**src/rtl/seg_scan_drv.sv**
```systemverilog
// Multiplexed seven-segment scan driver: shadows digit codes, dp and blank flags,
// then scans one digit per DIV-cycle dwell, starting each dwell with a dark cycle.
module seg_scan_drv #(
  parameter int unsigned DIGITS         = 4,
  parameter int unsigned DIV            = 50000,
  parameter bit          HEX_EN         = 1'b1,
  parameter bit          LZ_EN          = 1'b0,
  parameter bit          SEG_ACTIVE_LOW = 1'b1,
  parameter bit          SEL_ACTIVE_LOW = 1'b1
) (
  input  logic                  clk,
  input  logic                  rst,
  input  logic                  en,
  input  logic                  load,
  input  logic [4*DIGITS-1:0]   digits_in,
  input  logic [DIGITS-1:0]     dp_in,
  input  logic [DIGITS-1:0]     blank_in,
  output logic [7:0]            seg,
  output logic [DIGITS-1:0]     sel,
  output logic                  frame_done
);

  localparam int unsigned CNT_W = (DIV > 1) ? $clog2(DIV) : 1;
  localparam int unsigned IDX_W = (DIGITS > 1) ? $clog2(DIGITS) : 1;
  localparam int unsigned DIG_W = 4 * DIGITS;
  localparam logic [7:0]        SEG_OFF = SEG_ACTIVE_LOW ? 8'hFF : 8'h00;
  localparam logic [DIGITS-1:0] SEL_OFF = SEL_ACTIVE_LOW ? {DIGITS{1'b1}} : {DIGITS{1'b0}};

  logic [DIG_W-1:0]  sh_dig;
  logic [DIGITS-1:0] sh_dp;
  logic [DIGITS-1:0] sh_blank;
  logic [CNT_W-1:0]  cnt, cnt_nxt;
  logic [IDX_W-1:0]  idx, idx_nxt;
  logic              guard, guard_nxt;
  logic              frame_nxt;

  logic              zero_run;
  logic [3:0]        cur_nib;
  logic              cur_dp, cur_blank, cur_zero, suppress_c, dark_c;
  logic [DIGITS-1:0] onehot;
  logic [7:0]        raw_c, seg_c;
  logic [DIGITS-1:0] sel_c;
  logic              last_c, wrap_c;

  // Active-low g..a pattern for one code; dp handled separately
  function automatic logic [6:0] glyph(input logic [3:0] code);
    logic [6:0] g;
    case (code)
      4'h0: g = 7'h40;
      4'h1: g = 7'h79;
      4'h2: g = 7'h24;
      4'h3: g = 7'h30;
      4'h4: g = 7'h19;
      4'h5: g = 7'h12;
      4'h6: g = 7'h02;
      4'h7: g = 7'h78;
      4'h8: g = 7'h00;
      4'h9: g = 7'h10;
      4'hA: g = HEX_EN ? 7'h08 : 7'h7E;
      4'hB: g = HEX_EN ? 7'h03 : 7'h7E;
      4'hC: g = HEX_EN ? 7'h46 : 7'h7E;
      4'hD: g = HEX_EN ? 7'h21 : 7'h7E;
      4'hE: g = HEX_EN ? 7'h06 : 7'h7E;
      4'hF: g = HEX_EN ? 7'h0E : 7'h7E;
    endcase
    return g;
  endfunction

  // Select the current digit; zero_run tracks "this and all higher nibbles are zero"
  always_comb begin
    zero_run  = 1'b1;
    cur_nib   = 4'h0;
    cur_dp    = 1'b0;
    cur_blank = 1'b0;
    cur_zero  = 1'b0;
    onehot    = '0;
    for (int i = DIGITS - 1; i >= 0; i--) begin
      zero_run = zero_run & (sh_dig[4*i +: 4] == 4'h0);
      if (IDX_W'(i) == idx) begin
        cur_nib   = sh_dig[4*i +: 4];
        cur_dp    = sh_dp[i];
        cur_blank = sh_blank[i];
        cur_zero  = zero_run;
        onehot[i] = 1'b1;
      end
    end
  end

  always_comb begin
    suppress_c = LZ_EN && (idx != '0) && cur_zero;
    raw_c      = {~cur_dp, suppress_c ? 7'h7F : glyph(cur_nib)};
    seg_c      = SEG_ACTIVE_LOW ? raw_c : ~raw_c;
    sel_c      = SEL_ACTIVE_LOW ? ~onehot : onehot;
    dark_c     = guard | cur_blank;
  end

  // Scan sequencing: cnt paces the dwell, guard marks the anti-ghost dark cycle
  always_comb begin
    last_c    = (cnt == CNT_W'(DIV - 1));
    wrap_c    = (idx == IDX_W'(DIGITS - 1));
    cnt_nxt   = cnt;
    idx_nxt   = idx;
    guard_nxt = 1'b1;
    frame_nxt = 1'b0;
    if (en) begin
      if (last_c) begin
        cnt_nxt   = '0;
        idx_nxt   = wrap_c ? '0 : idx + IDX_W'(1);
        frame_nxt = wrap_c;
      end else begin
        cnt_nxt   = cnt + CNT_W'(1);
        guard_nxt = 1'b0;
      end
    end
  end

  always_ff @(posedge clk) begin
    if (rst) begin
      sh_dig     <= '0;
      sh_dp      <= '0;
      sh_blank   <= '0;
      cnt        <= '0;
      idx        <= '0;
      guard      <= 1'b1;
      seg        <= SEG_OFF;
      sel        <= SEL_OFF;
      frame_done <= 1'b0;
    end else begin
      if (load) begin
        sh_dig   <= digits_in;
        sh_dp    <= dp_in;
        sh_blank <= blank_in;
      end
      cnt        <= cnt_nxt;
      idx        <= idx_nxt;
      guard      <= guard_nxt;
      seg        <= dark_c ? SEG_OFF : seg_c;
      sel        <= dark_c ? SEL_OFF : sel_c;
      frame_done <= frame_nxt;
    end
  end

endmodule

```
**config.mk**
```make
export PLATFORM = sky130hd
export DESIGN_NAME = seg_scan_drv
export DESIGN_NICKNAME = d
export VERILOG_FILES = /design/src/rtl/seg_scan_drv.sv
export SDC_FILE = /design/constraint.sdc
export NUM_CORES = 1
export LEC_CHECK = 0
export ABC_AREA = 1
export BUFFER_PORTS_ARGS = -buffer_cell sky130_fd_sc_hd__buf_2
export CAP_MARGIN = 20
export CORE_UTILIZATION = 35
export DETAILED_ROUTE_END_ITERATION = 8
export PLACE_DENSITY = 0.64
export SLEW_MARGIN = 25
export SYNTH_ARGS = -nofsm -noshare
export SYNTH_HDL_FRONTEND = slang
export SYNTH_SLANG_ARGS = --single-unit
```
**constraint.sdc**
```tcl
create_clock -name clk -period 2.2 [get_ports clk]
set_clock_uncertainty 0.1 [all_clocks]
set_input_delay 0.33 -clock clk [delete_from_list [all_inputs] [get_ports clk]]
set_output_delay 0.33 -clock clk [all_outputs]
set_load 0.1 [all_outputs]
```
* After elaboration in Yosys (flattened, before gate mapping) *
Memory sizes are Yosys's and may differ from the RTL's. A register that Yosys moved wholly into a read port is not among the register bits.
Index checks and enable logic that the tools add are counted.

storage, ports and cells
  register bits = 56
  memory bits (read-only) = 112
  input bits = 28
  output and inout port bits = 13
  word-level logic and storage cells = 46
  memories kept = 1

cells by class
  add/sub/neg operators = 2
  equality and inequality tests = 5
  muxes and demuxes = 19
  bitwise operators = 5
  reductions and logical operators = 5

memory list
  name             words  width  read ports  clocked after Yosys merged registers in  wr ports  RTL line  source
  (no name shown)  16     7      1           1                                        0         48        case (code)

operators by type and width
  operator               number
  $add 16x1->16 const B  1
  $eq 16x16->1 const B   1
  $mux 16                1
  $mux 4                 4
  $mux 1                 13
  $eq 2x2->1 const A     2
  $not 4->4              1
  $reduce_or 2->1        2
  $not 1->1              3
  $reduce_or 3->1        1
  $add 2x1->2 const B    1
  $eq 1x2->1 const A     1
  $eq 2x2->1 const B     1
  $logic_not 2->1        1
  $mux 2                 1
  $reduce_and 2->1       1
  $or 1x1->1             1

* Depth between registers and ports, before layout *
  word-level depth = 7
  mapped depth = 13
  gate-level depth less buffers = 13

* Least setup slack after synthesis *
Ideal clock, no wire load.

  path type = register to register
  start point = reg idx[0]
  end point = reg seg[5]
  setup time = 117 ps
  data arrival time = 1,802 ps
  data required time = 1,983 ps
  setup slack = 182 ps
  cell stages (with the launch flop) = 12
  buffers on the path = 1
  clock period less this slack = 2,018 ps
  cell sequence = dfxtp_1 -> inv_1 -> ha_1 -> buf_4 -> inv_1 -> o21ai_0 -> inv_1 -> ha_1 -> nand2_1 -> o21ai_0 -> nand2_1 -> nand2_1

on the way
  word-level cells in the longest chain between the ends = 7
  elaborated cells on any way between the ends = 14
  classes of those cells = 3 x eq/ne; 8 x mux; 1 x bitwise; 2 x reduce/logical

RTL lines
  what                              RTL line  source
  from (decl)                       33        logic [IDX_W-1:0] idx, idx_nxt;
  from (signal assigned)            135       idx <= idx_nxt;
  $eq 2x2->1                        79        if (IDX_W'(i) == idx) begin
  $mux 1 (4 in a row)               79
  $or 1x1->1                        94        dark_c = guard | cur_blank;
  $reduce_or 2->1 (no source line)  -
  to (decl)                         18        output logic [7:0] seg,

Several ways; a longest one is shown, not always the timed one.
A chain may end at the register's enable or synchronous reset.

* Final worst setup path *
  start point = reg idx[1]
  end point = reg seg[3]

Same word-level chain as after synthesis.

==> run summary <==
The sequential fraction of design power is 54.9%. In this run the power density over the cells is 627 nW/µm². The fraction of final layout cells sized beyond drive strength 1 came out at 21.6%. The final max-slew violation count is 0.

In the layout the commonest cells are nand2_1 (77), nor2_1 (66), dfxtp_1 (54). Setup slack on the critical path of the routed design comes to 0.178 ns. The slew at the pin closest to its max-slew limit is 0.817 ns. Summed over all nets, the switching power comes to 495 µW.

From synthesis to final layout, the design area changed by 18.5%. The count of buffers added on input and output ports is 40. The number of clock sinks came out at 56. The placement row count came out at 31. A synthesized cell averages 7.13 µm².

The source-to-sink clock delay at the later pin of the worst-skew pair is 0.31 ns. Measured on the finished design, the core utilization comes to 43.0%. The die area came out at 7870 µm². The worst setup path is launched from a flip-flop. The wire length of the first global-routing pass is 9670 µm. The maximum VDD drop came out at 0.268 mV. The data arrival time of the critical path is 2.12 ns.

Synthesis instantiated 30 different standard cells from the library. Of the post-synthesis cell area, the dominant cell type holds 42.6%. Excluding fillers, the count of instances in the completed layout stands at 515.

The reported max-cap violation count came out at 0. The via count of the first global-routing pass is 2211. The leakage power is 1.36 nW. Walking the worst path, the cells encountered are inv_1 > ha_2 > inv_2 > nand3_2 > a21oi_4 > inv_1 > ha_1 > inv_1 > nand2_1 > nand2_1 > nand2_1 > nand3_1.

Setup repair after global routing left no endpoint under its margin. At the end of routability-driven placement, the weighted congestion stood at 0.858. Entering global routing, the biggest net connects 32 pins.

The run finished with clean final reports. The first detailed-routing pass took 4 iterations. The core region is 7250 µm². The worst-path maximum fanout is 8. The number of buffers added by the clock tree synthesis step came out at 5. The post-CTS clock slew at the launch and capture registers of the worst setup and hold paths is 0.10 ns. The endpoint kind of the worst setup timing path is a flip-flop. Summing all non-filler instances in the final layout gives an area of 3120 µm². Static timing analysis puts the maximum clock frequency at 0.495 GHz.

The number of hold violations in the final report is 0. The highest cell delay on the worst timing path came out at 0.37 ns. The placement-stage cell area came out at 2940 µm².

The number of synthesized register bits is 56. The number of setup violations in the final report came out at 0. The post-synthesis sequential area ratio is 42.6%. The antenna violation net count after detailed routing is 0. The initial antenna violation count is 0. The hold buffer count at CTS is 0. The overall global routing resource usage came out at 16.0%. Net switching is 25.3% of the power. The longest clock path from root to sink contains 2 buffers. The internal portion of total power is 1.46 mW. The final net count came out at 454. The number of warnings printed during yosys synthesis is 0. The worst hold path belongs to the class input pin to flip-flop. The share of total power dissipated in the clock network is 33.7%. The via density per instance is 4.60. TritonCTS built the clock tree. The headroom to the max-slew limit is 45.4%. 0 antenna diodes ended up in the layout. The proportion of power drawn by combinational gates came out at 11.4%. In this run the cell area of the synthesized design comes to 2630 µm². The horizontal extent of the die is 88.7 µm.

The root cell of the clock tree is clkbuf_8. The library cell used most frequently in the layout, excluding fill and tap cells, is nand2_1. The final critical path takes up 91.9% of the cycle. The number of placed cells counting well taps is 503.

The gate count after technology mapping came out at 369. The slowest stage of the critical path is the dfxtp_2 cell. After the first detailed-routing iteration, the DRC count stood at 82. In this run the count of I/O pins placed on the die edge is 41.

The starting utilization of the core area is 36.3%. The critical path required time is 2.30 ns. The overall routed net length is 5720 µm. dfxtp_1 takes more of the synthesized area than any other cell. The post-synth net total came out at 408.

The detailed-placement wirelength estimate is 4280 µm. The H-tree generated during clock tree synthesis spans 2 levels. The y dimension of the die is 88.7 µm. The critical path is of the flip-flop to flip-flop type. The vias after detailed routing is 2370. For this run the aggregate overflow at the end of global routing stands at 0.

In the routed design, unresolved DRC markers number 0. The post-placement worst setup slack came out at -0.0776 ns. The final critical path time including I/O delays and setup came out at 2.02 ns.

By area the synthesized netlist is led by dfxtp_1 (43%), nand2_1 (11%), nor2_1 (9.4%). The final routed wire length divided by cell count came out at 11.1 µm.
[cell type report]
cell class | instances | area [µm²]
multi-input combinational | 265 | 1360
clock inverter | 2 | 35.0
fill | 761 | 4130
clock buffer | 6 | 72.6
timing repair buffer | 48 | 260
inverter | 39 | 146
sequential | 56 | 1120
tap | 99 | 124
[metrics by stage]
step,power [mW],hold WS [ns],TNS [ns]
after floorplan,1.25,0.297,0
after detailed placement,1.32,0.352,-0.218
after CTS,1.98,0.134,0
after global placement,1.31,0.352,0
final,1.96,0.137,0
after global routing,2.06,0.132,0
[cell usage after synthesis (all sizes together)]
library cell,number
xor2,1
dfxtp,56
clkbuf,6
o211ai,4
and3,1
o21ai,31
ha,11
nand2,82
nor2,70
buf,3
inv,39
nor3,12
nand3,23
a21oi,18
nand4,3
and2,2
o21bai,2
nor3b,2
or2,3
[critical path, delay by kind of cell, from the launching register on]
family | cells | cell delay (ns)
DFF | 1 | 0.37
buffers and inverters | 4 | 0.37
and+or+nand+nor | 5 | 0.36
adders and majority gates | 2 | 0.53
AOI/OAI and AO/OA | 1 | 0.19
[sequential cells by signal, summed over array words and instances, names as in the netlist]
| register | cells |
|---|---|
| cnt | 16 |
| sh_dig | 16 |
| seg | 8 |
| sel | 4 |
| sh_blank | 4 |
| sh_dp | 4 |
| idx | 2 |
| frame_done | 1 |
| guard | 1 |
[cell families (layout without fill, tap and decap cells)]
group | count (synthesis) | after routing | synth area share (%)
compound gates | 55 | 55 | 11.2
buf+inv | 48 | 95 | 7.18
xor+xnor | 1 | 1 | 0.333
flops | 56 | 56 | 42.6
fa+ha+maj | 11 | 11 | 5.23
simple gates | 198 | 198 | 33.5
[power groups by stage]
stage | registers [mW] | clock network [mW] | logic (mW)
6_report | 1.07 | 0.659 | 0.224
2_1_floorplan | 1.14 | 0 | 0.113
4_1_cts | 1.07 | 0.688 | 0.222
5_1_grt | 1.08 | 0.733 | 0.253
3_3_place_gp | 1.10 | 0 | 0.218
3_5_place_dp | 1.10 | 0 | 0.221
[worst paths after layout]
kind / startpoint / end / slack (ns) / depth (start not counted)
hold reg to reg: sh_dig[11] / sh_dig[11] / 0.37 / 2
setup / recovery: idx[1] / seg[3] / 0.18 / 12
setup reg to reg: idx[1] / seg[3] / 0.18 / 12
hold / removal: digits_in[13] / sh_dig[13] / 0.14 / 3
[layer usage]
layer | global-route usage [%] | routed length, µm | vias to the layer above
met5 | 0 | 0 | -
met4 | 5.72 | 70 | 0
met3 | 3.82 | 182 | 6
met2 | 28.2 | 2700 | 34
met1 | 18.9 | 2770 | 1058
li1 | - | - | 1272
[repair_timing]
item,in CTS,in global routing
gates resized for setup,2,10
setup buffers,0,4
endpoints found under the setup margin,4,7
pin swaps,0,1
Note: power is estimated with default switching activity, not from simulation.
